**config.mk**
```make
export PLATFORM = sky130hd
export DESIGN_NAME = hsaf_mac_update
export DESIGN_NICKNAME = d
export VERILOG_FILES = /design/src/rtl/hsaf_pkg.sv /design/src/rtl/hsaf_sat_step.sv /design/src/rtl/hsaf_mac_update.sv
export SDC_FILE = /design/constraint.sdc
export NUM_CORES = 1
export LEC_CHECK = 0
export ABC_AREA = 1
export BUFFER_PORTS_ARGS = -buffer_cell sky130_fd_sc_hd__buf_2
export CAP_MARGIN = 20
export CORE_ASPECT_RATIO = 1.4
export CORE_MARGIN = 3
export CORE_UTILIZATION = 58
export DETAILED_ROUTE_END_ITERATION = 8
export GPL_TIMING_DRIVEN = 0
export HOLD_SLACK_MARGIN = 0.03
export PLACE_DENSITY = 0.81
export SLEW_MARGIN = 20
export SYNTH_ARGS = -nofsm -noshare
export SYNTH_HDL_FRONTEND = slang
export SYNTH_SLANG_ARGS = --single-unit
```
**constraint.sdc**
```tcl
create_clock -name clk -period 6.7 [get_ports clk]
set_input_delay 0.67 -clock clk [delete_from_list [all_inputs] [get_ports clk]]
set_output_delay 0.67 -clock clk [all_outputs]
set_load 0.02 [all_outputs]
```
**src/rtl/hsaf_pkg.sv**
```systemverilog
// Shared definitions for the sign-sign LMS tap-weight engine: FSM states and
// width helpers used to size the accumulator and tap index.
package hsaf_pkg;

    typedef enum logic [1:0] {
        IDLE     = 2'd0,
        MAC      = 2'd1,
        WAIT_ERR = 2'd2,
        UPDATE   = 2'd3
    } state_t;

    function automatic int clog2(input int v);
        int r;
        r = 0;
        while ((1 << r) < v) r = r + 1;
        return r;
    endfunction

    // Wide enough that N full-precision products can never overflow.
    function automatic int acc_width(input int bitsize, input int wsize, input int n);
        return bitsize + wsize + clog2(n);
    endfunction

endpackage

```
**src/rtl/hsaf_sat_step.sv**
```systemverilog
// One sign-sign LMS step for a single weight: move by +/-STEP toward the
// product of the sample and error signs, clamped to the signed weight range.
module hsaf_sat_step #(
    parameter int WSIZE = 8,
    parameter int STEP  = 1
) (
    input  logic signed [WSIZE-1:0] w_i,
    input  logic                    x_zero_i,
    input  logic                    x_neg_i,
    input  logic                    e_neg_i,
    output logic signed [WSIZE-1:0] w_o
);

    localparam logic signed [WSIZE:0] STEP_W = (WSIZE+1)'(STEP);
    localparam logic signed [WSIZE:0] W_MAX  = (WSIZE+1)'((1 << (WSIZE-1)) - 1);
    localparam logic signed [WSIZE:0] W_MIN  = (WSIZE+1)'(-(1 << (WSIZE-1)));

    logic signed [WSIZE:0] w_ext;
    logic signed [WSIZE:0] sum;

    // One guard bit is enough because STEP stays below half the weight range.
    always_comb begin
        w_ext = {w_i[WSIZE-1], w_i};
        sum   = w_ext;
        if (!x_zero_i) begin
            if (x_neg_i == e_neg_i) sum = w_ext + STEP_W;
            else                    sum = w_ext - STEP_W;
        end
        if (sum > W_MAX)      w_o = W_MAX[WSIZE-1:0];
        else if (sum < W_MIN) w_o = W_MIN[WSIZE-1:0];
        else                  w_o = sum[WSIZE-1:0];
    end

endmodule

```
**src/rtl/hsaf_mac_update.sv**
```systemverilog
// Serial dot product of a latched sample window against an internal weight
// bank, followed by a sign-sign LMS update driven by the returned error.
module hsaf_mac_update
    import hsaf_pkg::*;
#(
    parameter int BITSIZE = 8,
    parameter int N       = 16,
    parameter int WSIZE   = 8,
    parameter int STEP    = 1,
    localparam int ACC_W  = acc_width(BITSIZE, WSIZE, N)
) (
    input  logic                      clk,
    input  logic                      reset,
    input  logic [N*BITSIZE-1:0]      win_packed,
    input  logic                      in_valid,
    output logic                      in_ready,
    output logic signed [ACC_W-1:0]   y,
    output logic                      y_valid,
    input  logic [BITSIZE-1:0]        err,
    input  logic                      err_valid,
    output logic [N*WSIZE-1:0]        w_packed,
    output state_t                    state_o
);

    localparam int IDX_W              = (clog2(N) > 0) ? clog2(N) : 1;
    localparam logic [IDX_W-1:0] LAST = IDX_W'(N - 1);
    localparam int PROD_W             = BITSIZE + WSIZE;

    state_t state_q, state_d;

    logic [N*BITSIZE-1:0]     win_q, win_d;
    logic signed [ACC_W-1:0]  acc_q, acc_d;
    logic signed [ACC_W-1:0]  y_q, y_d;
    logic                     y_valid_q, y_valid_d;
    logic [IDX_W-1:0]         idx_q, idx_d;
    logic                     e_neg_q, e_neg_d;
    logic signed [WSIZE-1:0]  w_q [N];
    logic signed [WSIZE-1:0]  w_d [N];

    logic signed [BITSIZE-1:0] x_cur;
    logic signed [WSIZE-1:0]   w_cur;
    logic signed [WSIZE-1:0]   w_upd;
    logic signed [PROD_W-1:0]  prod;
    logic signed [ACC_W-1:0]   acc_sum;
    logic                      last_tap;
    logic                      accept;
    logic                      err_take;

    assign x_cur    = win_q[BITSIZE*idx_q +: BITSIZE];
    assign w_cur    = w_q[idx_q];
    assign prod     = PROD_W'(x_cur) * PROD_W'(w_cur);
    assign acc_sum  = acc_q + ACC_W'(prod);
    assign last_tap = (idx_q == LAST);

    hsaf_sat_step #(
        .WSIZE (WSIZE),
        .STEP  (STEP)
    ) u_sat_step (
        .w_i      (w_cur),
        .x_zero_i (x_cur == '0),
        .x_neg_i  (x_cur[BITSIZE-1]),
        .e_neg_i  (e_neg_q),
        .w_o      (w_upd)
    );

    always_ff @(posedge clk) begin
        if (!reset) state_q <= IDLE;
        else        state_q <= state_d;
    end

    always_comb begin
        state_d = state_q;
        case (state_q)
            IDLE:     if (in_valid) state_d = MAC;
            MAC:      if (last_tap) state_d = WAIT_ERR;
            WAIT_ERR: if (err_valid) state_d = (err == '0) ? IDLE : UPDATE;
            UPDATE:   if (last_tap) state_d = IDLE;
            default:  state_d = IDLE;
        endcase
    end

    // Handshakes: a window transfers on an edge where in_valid && in_ready;
    // an error transfers on an edge where err_valid is high in WAIT_ERR.
    always_comb begin
        in_ready = (state_q == IDLE);
        accept   = in_ready && in_valid;
        err_take = (state_q == WAIT_ERR) && err_valid;
    end

    always_comb begin
        win_d     = win_q;
        acc_d     = acc_q;
        y_d       = y_q;
        y_valid_d = 1'b0;
        idx_d     = idx_q;
        e_neg_d   = e_neg_q;
        for (int i = 0; i < N; i++) w_d[i] = w_q[i];

        if (accept) begin
            win_d = win_packed;
            acc_d = '0;
            idx_d = '0;
        end
        if (state_q == MAC) begin
            acc_d = acc_sum;
            idx_d = last_tap ? '0 : idx_q + IDX_W'(1);
            if (last_tap) begin
                y_d       = acc_sum;
                y_valid_d = 1'b1;
            end
        end
        if (err_take) begin
            e_neg_d = err[BITSIZE-1];
            idx_d   = '0;
        end
        if (state_q == UPDATE) begin
            w_d[idx_q] = w_upd;
            idx_d      = last_tap ? '0 : idx_q + IDX_W'(1);
        end
    end

    always_ff @(posedge clk) begin
        if (!reset) begin
            win_q     <= '0;
            acc_q     <= '0;
            y_q       <= '0;
            y_valid_q <= 1'b0;
            idx_q     <= '0;
            e_neg_q   <= 1'b0;
            for (int i = 0; i < N; i++) w_q[i] <= '0;
        end else begin
            win_q     <= win_d;
            acc_q     <= acc_d;
            y_q       <= y_d;
            y_valid_q <= y_valid_d;
            idx_q     <= idx_d;
            e_neg_q   <= e_neg_d;
            for (int i = 0; i < N; i++) w_q[i] <= w_d[i];
        end
    end

    for (genvar g = 0; g < N; g++) begin : g_wpack
        assign w_packed[WSIZE*g +: WSIZE] = w_q[g];
    end

    assign y       = y_q;
    assign y_valid = y_valid_q;
    assign state_o = state_q;

endmodule
```
* After elaboration in Yosys (flattened, before gate mapping)
Memories as Yosys holds them, arrays and structs flattened. A register that Yosys moved wholly into a read port is not among the register bits.
Index checks and enable logic that the tools add are counted.
** Storage, ports and cells
- Register bits after elaboration :: 176
- Memory bits (writable) :: 128
- Output and inout bits :: 152
- Word-level logic and storage cells :: 97
- Memories kept :: 1
** Cells by class
- Add/subtract/negate cells :: 4
- Multiply operators :: 1
- Magnitude comparators :: 4
- Equal/unequal tests :: 9
- Shift-type cells :: 1
- Multiplexer cells :: 42
- Bitwise gates (word level) :: 17
- Reduce and logical (&&, ||, !) cells :: 11
** Memories
- w_q :: words 16, width 8, read ports 17, clocked after memory_dff 1, wr ports 16, line hsaf_mac_update.sv:37 : logic signed [WSIZE-1:0] w_q [N];
** Operators by type and width (count)
- two-way mux 8 bit :: 19
- bitwise mux 128 bit :: 1
- two-way mux 128 bit :: 1
- indexed part select 128 x 8 -> 8 bit :: 1
- two-way mux 20 bit :: 2
- demux 8 bit (select 4 bit) :: 1
- two-way mux 4 bit :: 7
- adder 20 x 16 -> 20 bit :: 1
- two-way mux 9 bit :: 2
- zero test 8 bit :: 2
- multiplier 8 x 8 -> 16 bit :: 1
- bitwise OR 1 bit :: 16
- two-way mux 2 bit :: 5
- adder 8 x 2 -> 9 bit, second input constant :: 1
- greater-than comparator 9 x 8 -> 1 bit, second input constant :: 1
- less-than comparator 9 x 8 -> 1 bit, second input constant :: 1
- subtractor 8 x 2 -> 9 bit, second input constant :: 1
- != test 2 bit, second input constant :: 4
- case mux 2 bit (4 select lines) :: 1
- greater-or-equal comparator 5 bit, second input constant :: 1
- less-than comparator 5 x 1 -> 1 bit, second input constant :: 1
- inverter 4 -> 5 bit :: 1
- adder 4 x 1 -> 4 bit, second input constant :: 1
- == test 2 bit, second input constant :: 2
- 10 further kinds :: 15

* Longest topological paths before layout
Gate-level depths: netlist (run 1).
- Depth in word-level cells :: 10
- Depth in mapped cells :: 32

* Cells and area by module
A second synthesis (run 1) with hierarchy kept.
** Second synthesis, totals
- Cell total of the unflattened synthesis :: 2505
- Area total of the unflattened synthesis :: 17663.2 µm²
** Modules (own cells, without submodules)
- hsaf_mac_update :: times used 1, cells each 2394, area each 17048.9 µm², sequential area each 6165.9 µm²
- hsaf_sat_step :: times used 1, cells each 111, area each 614.3 µm², sequential area each 0.0 µm²

* Least setup slack after synthesis (run 1)
Ideal clock, no wire load.
- Path type :: register to register
- From :: register (tool-made name)
- To :: register acc_q[16]
- Setup time :: 132 ps
- Arrival time :: 5958 ps
- Path slack :: 610 ps
- Cell stages (with the launch flop) :: 26
- Path buffers :: 4
- Clock period less this slack :: 6090 ps
- Path through :: dfxtp_1 > buf_4 > buf_4 > buf_2 > clkbuf_1 > o21ai_0 > o221ai_1 > o211ai_1 > nand2_1 > nand2_1 > fa_1 > fa_1 > inv_1 > fa_1 > fa_1 > fa_1 > ha_1 > nand3_1 > nand3_1 > a21oi_1 > o21ai_0 > a21boi_0 > o21ai_0 > or2_2 > nand3_1 > a21oi_1
** RTL lines
- end signal, assigned :: line hsaf_mac_update.sv:125 : acc_q <= '0;
- end signal, assigned :: line hsaf_mac_update.sv:133 : acc_q <= acc_d;
- end, declared :: line hsaf_mac_update.sv:32 : logic signed [ACC_W-1:0] acc_q, acc_d;

* Worst setup path in the final report (run 1)
- From :: register idx_q[1]
- To :: register y_q[14] (netlist: y[14])
** On the way
- Cells in the longest elaborated chain, start to end :: 3
- Elaborated cells between the ends (all ways) :: 5
** Ends and longest elaborated chain
- start, declared :: line hsaf_mac_update.sv:35 : logic [IDX_W-1:0] idx_q, idx_d;
- start signal, assigned :: line hsaf_mac_update.sv:136 : idx_q <= idx_d;
- indexed part select 128 x 8 -> 8 bit :: line hsaf_mac_update.sv:49 : assign x_cur = win_q[BITSIZE*idx_q +: BITSIZE];
- multiplier 8 x 8 -> 16 bit :: line hsaf_mac_update.sv:51 : assign prod = PROD_W'(x_cur) * PROD_W'(w_cur);
- adder 20 x 16 -> 20 bit :: line hsaf_mac_update.sv:52 : assign acc_sum = acc_q + ACC_W'(prod);
- end signal, assigned :: line hsaf_mac_update.sv:134 : y_q <= y_d;
- end, declared :: line hsaf_mac_update.sv:33 : logic signed [ACC_W-1:0] y_q, y_d;
Parallel ways exist; a longest one is shown, timed or not.
A chain may end at the register's enable or synchronous reset.

==> flow_metrics.tcl, run 1 <==
set metrics [dict create \
    synth_common_cells "496 x nand2_1, 434 x nor2_1, 427 x inv_1, 308 x dfxtp_1, 236 x o21ai_0" \
    clk_path_buf_depth 3 \
    power.share.sequential_pct 24.1 \
    drtPass1Iterations 6 \
    gp_congestion 1.02 \
    multi_input_area_um2 9960 \
    finClkSkew_ns 0.0162 \
    crit_buf_inv 8 \
    p_int_mw 4.75 \
    finalHoldViolCount 0 \
    grtUsageTotal_pct 37.3 \
    swShare_pct 46.8 \
    dp.final_hpwl_um 50100 \
    h-tree-depth 1 \
    total_power_mw 8.94 \
    synth_area_leader_cell "dfxtp_1" \
    grt_pass1_wl_um 99100 \
    r2r_slack_ns 0.25 \
    drv_cap 0 \
    cts_root_buf "clkbuf_16" \
    fillers 2736 \
    leakage_nw 11.3 \
    routedWlPerCell_um 18.8 \
    period_minus_slack_ns 6.45 \
    syn_inst 2691 \
    slowest_delay_ns 0.56 \
    slew_headroom_pct 38.5 \
    met3_usage_pct 4.75 \
    seqCellArea_um2 6170 \
    numPortBuffers 291 \
    synthDistinctLibCells 37 \
    cts_tree "done" \
    status "completed" \
    worst_setup_path_start_kind "flop" \
    coreArea_um2 31000 \
    hold_class "input pin to flop" \
    critPathSlowestCell "fa_1" \
    crit_start "idx_q[1]$_SDFFE_PN0N_" \
    ys_seq_area_share_pct 33.6 \
    route.detailed.drc 0 \
    cts_made_buffers 29 \
    ys_ff_latch 308 \
    path_clk_slew_ns 0.07 \
    synth_top_area_share_pct 33.6 \
    drtIter0Drc 1585 \
    synth_edf_count 0 \
    drive_gt1_share_pct 15.4 \
    syn_nets 2977 \
    p_per_area_nw_per_um2 413 \
    rows 76 \
    n_antenna_cell 0 \
    fin_nets 3311 \
    start_util_pct 59.2 \
    cp-endpoint "y[14]$_SDFFE_PN0P_" \
    cp.arrival_ns 6.93 \
    worst_slew_pin_slew_ns 0.923 \
    ys.flop_type "dfxtp_1" \
    finalSetupViolCount 0 \
    drv_slew 0 \
    num_vias 19070 \
    vias_per_cell 5.55 \
    die_h_um 216 \
    grt_antenna_before_repair 0 \
    rr_endpoint "y[14]$_SDFFE_PN0P_" \
    async_flop_share_pct 0 \
    r2r-start "idx_q[1]$_SDFFE_PN0N_" \
    fin_hold_ws_ns 0.326 \
    gr-usage-met2_pct 64.4 \
    synth_area_per_cell_um2 6.82 \
    yosysMostFrequentCell "nand2_1" \
    clock_sink_count 308 \
    comb_power_share_pct 55.2 \
    critical_path_class "flop to flop" \
    yosys-top-cells-area "dfxtp_1 34%, nand2_1 10%, fa_1 9.7%" \
    netlist_area_um2 18400 \
    worst-path-stages 30 \
    timing.final.crit_share_pct 96.3 \
    use_met1_pct 42.8 \
    rr_worst_depth 30 \
    worst-path-max-fanout 10 \
    cp-end-kind "flop" \
    clkPwrFrac_pct 20.7 \
    area_growth_pct 17.9 \
    grt_overflow 0 \
    ys_warn_count 0 \
    busiest_layer "met2" \
    wl_um 64600 \
    crit_family "adder cells" \
    clock.fmax_mhz 155 \
    die_area_um2 33800 \
    ir_drop_mv 0.298 \
    ios 292 \
    drtAntennaViolNets 0 \
    switching_power_mw 4.19 \
    crit_required_ns 7.18 \
    die_x_um 156 \
    grt_max_degree 16 \
    clock_latency_ns 0.60 \
    grt_pass1_vias 18821 \
]
[how the worst min path moves through the flow]
stage | from | endpoint | slack (ns) | cells after the start
after floorplan | win_q[103]$_SDFFE_PN0P_ | win_q[103]$_SDFFE_PN0P_ | 0.43 | 2
after global placement | win_q[126]$_SDFFE_PN0P_ | win_q[126]$_SDFFE_PN0P_ | 0.44 | 2
after detailed placement | win_q[108]$_SDFFE_PN0P_ | win_q[108]$_SDFFE_PN0P_ | 0.44 | 2
after CTS | win_packed[65] | win_q[65]$_SDFFE_PN0P_ | 0.32 | 3
after global routing | win_packed[65] | win_q[65]$_SDFFE_PN0P_ | 0.34 | 3
final | win_packed[65] | win_q[65]$_SDFFE_PN0P_ | 0.33 | 3
[power by group through the flow]
stage	Combinational [mW]	Sequential [mW]	Clock [mW]
finish	4.94	2.15	1.85
global route	5.44	2.17	1.93
CTS	4.78	2.15	1.86
detailed placement	4.71	2.19	0
global placement	4.63	2.18	0
floorplan	3.33	2.17	0
[stage by stage]
| stage | util (%) | TNS (ns) | area, µm² | setup WS (ns) | std cells |
|---|---|---|---|---|---|
| 6_report | 69.8 | 0 | 21600 | 0.248 | 3438 |
| 5_1_grt | 69.8 | -0.00720 | 21600 | -0.00720 | 3438 |
| 4_1_cts | 69.3 | 0 | 21500 | 0.0237 | 3433 |
| 3_5_place_dp | 65.5 | -4.40 | 20300 | -0.708 | 3372 |
| 3_3_place_gp | 65.5 | -3.04 | 20300 | -0.612 | 3372 |
| 2_1_floorplan | - | 0 | 18400 | 0.610 | 2691 |
[worst min-delay path, stage by stage]
cell and delay (ns):
buf_2 0.07, o21ai_0 0.07, nor2_1 0.07
[placed cells by master, fill, tap and decap left out, drive strengths merged]
cell,count
nand2,503
nor2,438
inv,431
buf,362
dfxtp,308
o21ai,248
a21oi,221
nand3,192
clkbuf,126
fa,89
ha,57
xor2,15
xnor2,11
o211ai,7
clkinv,7
nand3b,5
bufinv,5
clkinvlp,4
o221ai,3
or2,3
a21o,2
nor4,2
a211oi,2
a21boi,2
o22ai,1
o21a,1
nand4,1
o21bai,1
nor3,1
[cell families (layout without fill, tap and decap cells)]
group	count (synthesis)	in the layout	synth area share (%)
adders and majority gates	146	146	13.6
and+or+nand+nor	1145	1145	25.2
buffers and inverters	578	935	12.8
DFF	308	308	33.6
AOI/OAI and AO/OA	488	488	13.6
xor gates and xnor gates	26	26	1.24
[layout make-up]
| class | count | share of cell area [%] |
|---|---|---|
| Buffer | 142 | 3.51 |
| Inverter | 433 | 7.55 |
| Timing Repair Buffer | 306 | 7.25 |
| Tap cell | 390 | 2.26 |
| Sequential cell | 308 | 28.5 |
| Clock inverter | 14 | 1.01 |
| Clock buffer | 40 | 3.91 |
| Multi-Input combinational cell | 1805 | 46.0 |
[layer usage]
layer  share of wire [%]  vias to the layer above
met5                   0                        -
met4                 7.8                        0
met3                 8.3                      268
met2                  48                     1069
met1                  35                     8715
li1                    -                     9018
[state kept, by name, summed over array words and instances (netlist names), named ones only]
register	cells
w_q	128
win_q	128
acc_q	20
y	20
idx_q	4
state_o	2
e_neg_q	1
y_valid	1
[timing repair]
| item | CTS | global route |
|---|---|---|
| pin swaps | 2 | 5 |
| resized for setup | 25 | 43 |
| hold buffers | 0 | 0 |
| buffers inserted | 7 | 8 |
| setup endpoints to repair | 15 | 13 |
No activity file was read; power rests on OpenSTA's default activity.
==> run 2: changes to the inputs <==
--- a/config.mk
+++ b/config.mk
@@ -14,6 +14,7 @@
 export DETAILED_ROUTE_END_ITERATION = 8
 export GPL_TIMING_DRIVEN = 0
 export HOLD_SLACK_MARGIN = 0.03
+export MAX_ROUTING_LAYER = met4
 export PLACE_DENSITY = 0.81
 export SLEW_MARGIN = 20
 export SYNTH_ARGS = -nofsm -noshare
==> flow_metrics.tcl, run 2 (same netlist as run 1, synthesis figures left out) <==
set metrics [dict create \
    status "completed" \
    cp-end-kind "flop" \
    reg.largest.list "w_q x128, win_q x128" \
    routedWlPerCell_um 18.7 \
    route.detailed.drc 0 \
    clock_sink_count 308 \
    gp_congestion 1.09 \
    drv_slew 0 \
    fillers 2690 \
    worst_slack_ns 0.279 \
    finalSetupViolCount 0 \
    finalHoldViolCount 0 \
    mostFrequentLayoutCells "489 x nand2_1, 427 x nor2_1, 420 x inv_1" \
    grt_max_degree 17 \
    clock.fmax_mhz 156 \
    drv_cap 0 \
    drtAntennaViolNets 0 \
    cts_made_buffers 30 \
    num_vias 19116 \
    period_minus_slack_ns 6.42 \
    drive_gt1_share_pct 15.3 \
    finalSetupTns_ns 0 \
    cts_tree "done" \
    slew_headroom_pct 30.0 \
    final_common_cell "nand2_1" \
    grt_overflow 0 \
    critical_path_class "flop to flop" \
    cts_root_buf "clkbuf_16" \
    hold_class "input pin to flop" \
    clock_latency_ns 0.62 \
    area_growth_pct 18.0 \
    p_per_area_nw_per_um2 415 \
    n_antenna_cell 0 \
    grt_pass1_vias 18504 \
    leakage_nw 11.3 \
    die_x_um 156 \
    slowest_delay_ns 0.61 \
    grt_pass1_wl_um 98100 \
    start_util_pct 59.2 \
    timing.final.crit_share_pct 95.8 \
    die_area_um2 33800 \
    vias_per_cell 5.56 \
    drtPass1Iterations 6 \
    worst_slew_pin_slew_ns 1.05 \
    clk_path_buf_depth 3 \
    post-place-ws_ns -0.608 \
    fin_nets 3311 \
    finish.utilization_pct 69.8 \
    hold_depth 3 \
    drtIter0Drc 1623 \
    cp.arrival_ns 6.91 \
    ios 292 \
    ir_drop_mv 0.266 \
    h-tree-depth 1 \
    cts_hold_buf 0 \
    crit_required_ns 7.19 \
    path_clk_slew_ns 0.07 \
    grt_antenna_before_repair 0 \
    grtUsageTotal_pct 37.7 \
    worst-path-max-fanout 10 \
    rr_worst_depth 29 \
    finClkSkew_ns 0.0296 \
    total_power_mw 8.98 \
    coreArea_um2 31000 \
    worst_setup_path_start_kind "flop" \
    critPathSlowestCell "fa_1" \
    wl_um 64400 \
    die_h_um 216 \
    rows 76 \
    dp.final_hpwl_um 49500 \
    numPortBuffers 291 \
]
==> run 2: cell types whose count changed in the layout (fill, tap and decap cells not counted), moves of 2 or more <==
cell | previous run | this run
buf_6 | 15 | 17
clkbuf_1 | 76 | 79
inv_1 | 422 | 420
nor2_2 | 8 | 3
bufinv_16 | 5 | 2
inv_2 | 7 | 9
buf_4 | 29 | 26
nor2_4 | 3 | 8
buf_12 | 0 | 2
==> run 2: area by class of cell <==
cell class	count	area, µm²	area share (%)
Buffer	142	769	3.55
Clock buffer	43	870	4.02
Clock inverter	12	151	0.699
Inverter	433	1630	7.54
Multi-Input combinational cell	1805	9990	46.1
Sequential cell	308	6170	28.5
Tap cell	390	488	2.25
Timing Repair Buffer	305	1590	7.33
==> run 2: per-layer routing <==
metal	track usage, %	part of all wire [%]	vias to the layer above
li1	-	-	9015
met3	5.23	9.0	285
met2	62.6	48	1085
met5	-	0	-
met4	23.3	7.3	0
met1	42.8	36	8731
==> run 2: per-stage QoR <==
stage	area, µm²	hold slack (ns)	std cells
6_report	21700	0.316	3438
5_1_grt	21700	0.319	3438
4_1_cts	21400	0.305	3429
3_5_place_dp	20300	0.443	3372
3_3_place_gp	20300	0.438	3372
2_1_floorplan	18400	0.429	2691
==> run 2: final timing paths <==
kind / to / slack [ns] / start
max: y[14]$_SDFFE_PN0P_ / 0.28 / flop
max reg2reg: y[14]$_SDFFE_PN0P_ / 0.28 / flop
min: win_q[105]$_SDFFE_PN0P_ / 0.32 / win_packed[105]
min reg2reg: win_q[110]$_SDFFE_PN0P_ / 0.46 / win_q[110]$_SDFFE_PN0P_
==> run 2: worst max-delay path: cells and delay by family, from the launching register on <==
| family | cells | cell delay, ns |
|---|---|---|
| buffers and inverters | 8 | 0.82 |
| DFF | 1 | 0.30 |
| AOI/OAI and AO/OA | 6 | 1.11 |
| and+or+nand+nor | 9 | 1.25 |
| adders and majority gates | 6 | 2.81 |
==> run 2: repair_timing <==
item	in CTS	in global routing
setup endpoints to repair	16	14
resized for setup	37	40
buffers inserted	3	11
pin swaps	1	7
==> run 2: where the power goes <==
part | internal [mW] | leakage [nW] | switching, mW
Combinational | 1.69 | 8.28 | 3.36
Sequential | 2.04 | 2.51 | 0.119
Clock | 0.987 | 0.501 | 0.788
==> run 3: changes to the inputs <==
--- a/config.mk
+++ b/config.mk
@@ -6,8 +6,7 @@
 export NUM_CORES = 1
 export LEC_CHECK = 0
 export ABC_AREA = 1
-export BUFFER_PORTS_ARGS = -buffer_cell sky130_fd_sc_hd__buf_2
-export CAP_MARGIN = 20
+export BUFFER_PORTS_ARGS = -buffer_cell sky130_fd_sc_hd__buf_4
 export CORE_ASPECT_RATIO = 1.4
 export CORE_MARGIN = 3
 export CORE_UTILIZATION = 58
==> flow_metrics.tcl, run 3 (same netlist as run 1, synthesis figures left out) <==
set metrics [dict create \
    status "completed" \
    drive_gt1_share_pct 15.0 \
    grt_pass1_wl_um 101000 \
    n_antenna_cell 0 \
    crit_buf_inv 7 \
    route.detailed.drc 0 \
    area_growth_pct 21.3 \
    path_clk_slew_ns 0.06 \
    clk_path_buf_depth 3 \
    finClkSkew_ns 0.0132 \
    clock_sink_count 308 \
    routedWlPerCell_um 19.5 \
    timing.final.crit_share_pct 96.6 \
    mostFrequentLayoutCells "488 x nand2_1, 429 x nor2_1, 424 x inv_1" \
    start_util_pct 59.2 \
    cp-end-kind "flop" \
    worst_slew_pin_slew_ns 0.889 \
    grtUsageTotal_pct 39.4 \
    h-tree-depth 1 \
    ir_drop_mv 0.344 \
    dpl_cell_area_um2 21000 \
    hold_depth 3 \
    grt_overflow 0 \
    grt_antenna_before_repair 0 \
    slowest_delay_ns 0.61 \
    p_per_area_nw_per_um2 402 \
    hp-start "win_packed[106]" \
    ios 292 \
    dp.final_hpwl_um 52000 \
    worst-path-max-fanout 10 \
    use_met1_pct 43.5 \
    wl_um 66900 \
    clock_latency_ns 0.59 \
    gr-usage-met2_pct 67.7 \
    crit_path_frequent_cell "fa_1" \
    die_h_um 216 \
    slew_headroom_pct 40.5 \
    crit_family "adder cells" \
    busiest_layer "met2" \
    die_x_um 156 \
    cts_tree "done" \
    worst_setup_path_start_kind "flop" \
    finalHoldViolCount 0 \
    r2r_slack_ns 0.23 \
    drtIter0Drc 1769 \
    finish.utilization_pct 71.8 \
    critPathSlowestCell "fa_1" \
    cp.arrival_ns 6.96 \
    vias_per_cell 5.60 \
    drtAntennaViolNets 0 \
    drv_cap 0 \
    period_minus_slack_ns 6.47 \
    rr_endpoint "y[14]$_SDFFE_PN0P_" \
    rr_worst_depth 28 \
    rows 76 \
    hold_end "win_q[106]$_SDFFE_PN0P_" \
    critical_path_class "flop to flop" \
    die_area_um2 33800 \
    cts_root_buf "clkbuf_16" \
    leakage_nw 11.4 \
    total_power_mw 8.96 \
    grt_pass1_vias 18841 \
    num_vias 19251 \
    fin_nets 3313 \
    numPortBuffers 291 \
    cts_hold_buf 0 \
    finalSetupViolCount 0 \
    fin_hold_ws_ns 0.336 \
    clock.fmax_mhz 154 \
    gp_congestion 1.03 \
    reg.largest.list "w_q x128, win_q x128" \
    final_common_cell "nand2_1" \
    coreArea_um2 31000 \
    drv_slew 0 \
    crit_required_ns 7.18 \
    drtPass1Iterations 6 \
    final_cell_area_um2 22300 \
    cts_made_buffers 30 \
    hold_class "input pin to flop" \
    met3_usage_pct 3.96 \
    grt_max_degree 16 \
]
-- run 3: changes by cell type in the layout (fill, tap and decap cells not counted), moves of 2 or more --
cell    previous run  this run
buf_4             26       319
buf_2            312        23
nor2_4             8         3
inv_1            420       424
inv_2              9         5
buf_6             17        14
nor2_2             3         6
nor2_1           427       429
-- run 3: metrics by stage --
stage	TNS, ns	instances	setup slack (ns)
global route	-0.0101	3435	-0.0101
global placement	-3.83	3372	-0.653
floorplan	0	2691	0.610
detailed placement	-5.24	3372	-0.773
CTS	0	3429	0.00722
finish	0	3435	0.225
-- run 3: worst min-delay path: cells and delay by family --
kind / cells / cell delay [ns]
AO/OA/AOI/OAI: 1 / 0.07
AND/OR/NAND/NOR: 1 / 0.08
buffers and inverters: 1 / 0.07
-- run 3: worst max-delay path by stage --
stage	startpoint	end	slack, ns	cells after the start
final	flop	y[14]$_SDFFE_PN0P_	0.23	28
after CTS	flop	acc_q[16]$_SDFFE_PN0P_	0.007	25
after floorplan	flop	acc_q[16]$_SDFFE_PN0P_	0.61	25
after detailed placement	flop	acc_q[16]$_SDFFE_PN0P_	-0.77	25
after global routing	flop	y[14]$_SDFFE_PN0P_	-0.01	28
after global placement	flop	acc_q[16]$_SDFFE_PN0P_	-0.65	25
-- run 3: power by group --
| part | internal, mW | total (mW) | switching [mW] | leakage, nW |
|---|---|---|---|---|
| Clock | 0.958 | 1.71 | 0.752 | 0.477 |
| Sequential | 2.04 | 2.15 | 0.115 | 2.51 |
| Combinational | 1.69 | 5.09 | 3.40 | 8.38 |
| Total | 4.69 | 8.96 | 4.27 | 11.4 |
-- run 3: final cells by class --
cell class,instances,area (µm²)
Timing Repair Buffer,305,2300
Multi-Input combinational cell,1805,9960
Fill cell,2640,8730
Clock buffer,41,852
Inverter,433,1630
Sequential cell,308,6170
Clock inverter,9,106
Tap cell,390,488
Buffer,144,761
-- run 3: metal layers --
metal	up-vias	wire length, µm
met2	1139	32700
met3	291	5840
met5	-	0
li1	9012	-
met4	0	5180
met1	8809	23200
-- run 3: repair_timing --
action	4_1_cts	5_1_grt
resized for setup	31	34
setup endpoints to repair	16	13
setup buffers	8	6
pin swaps	1	4
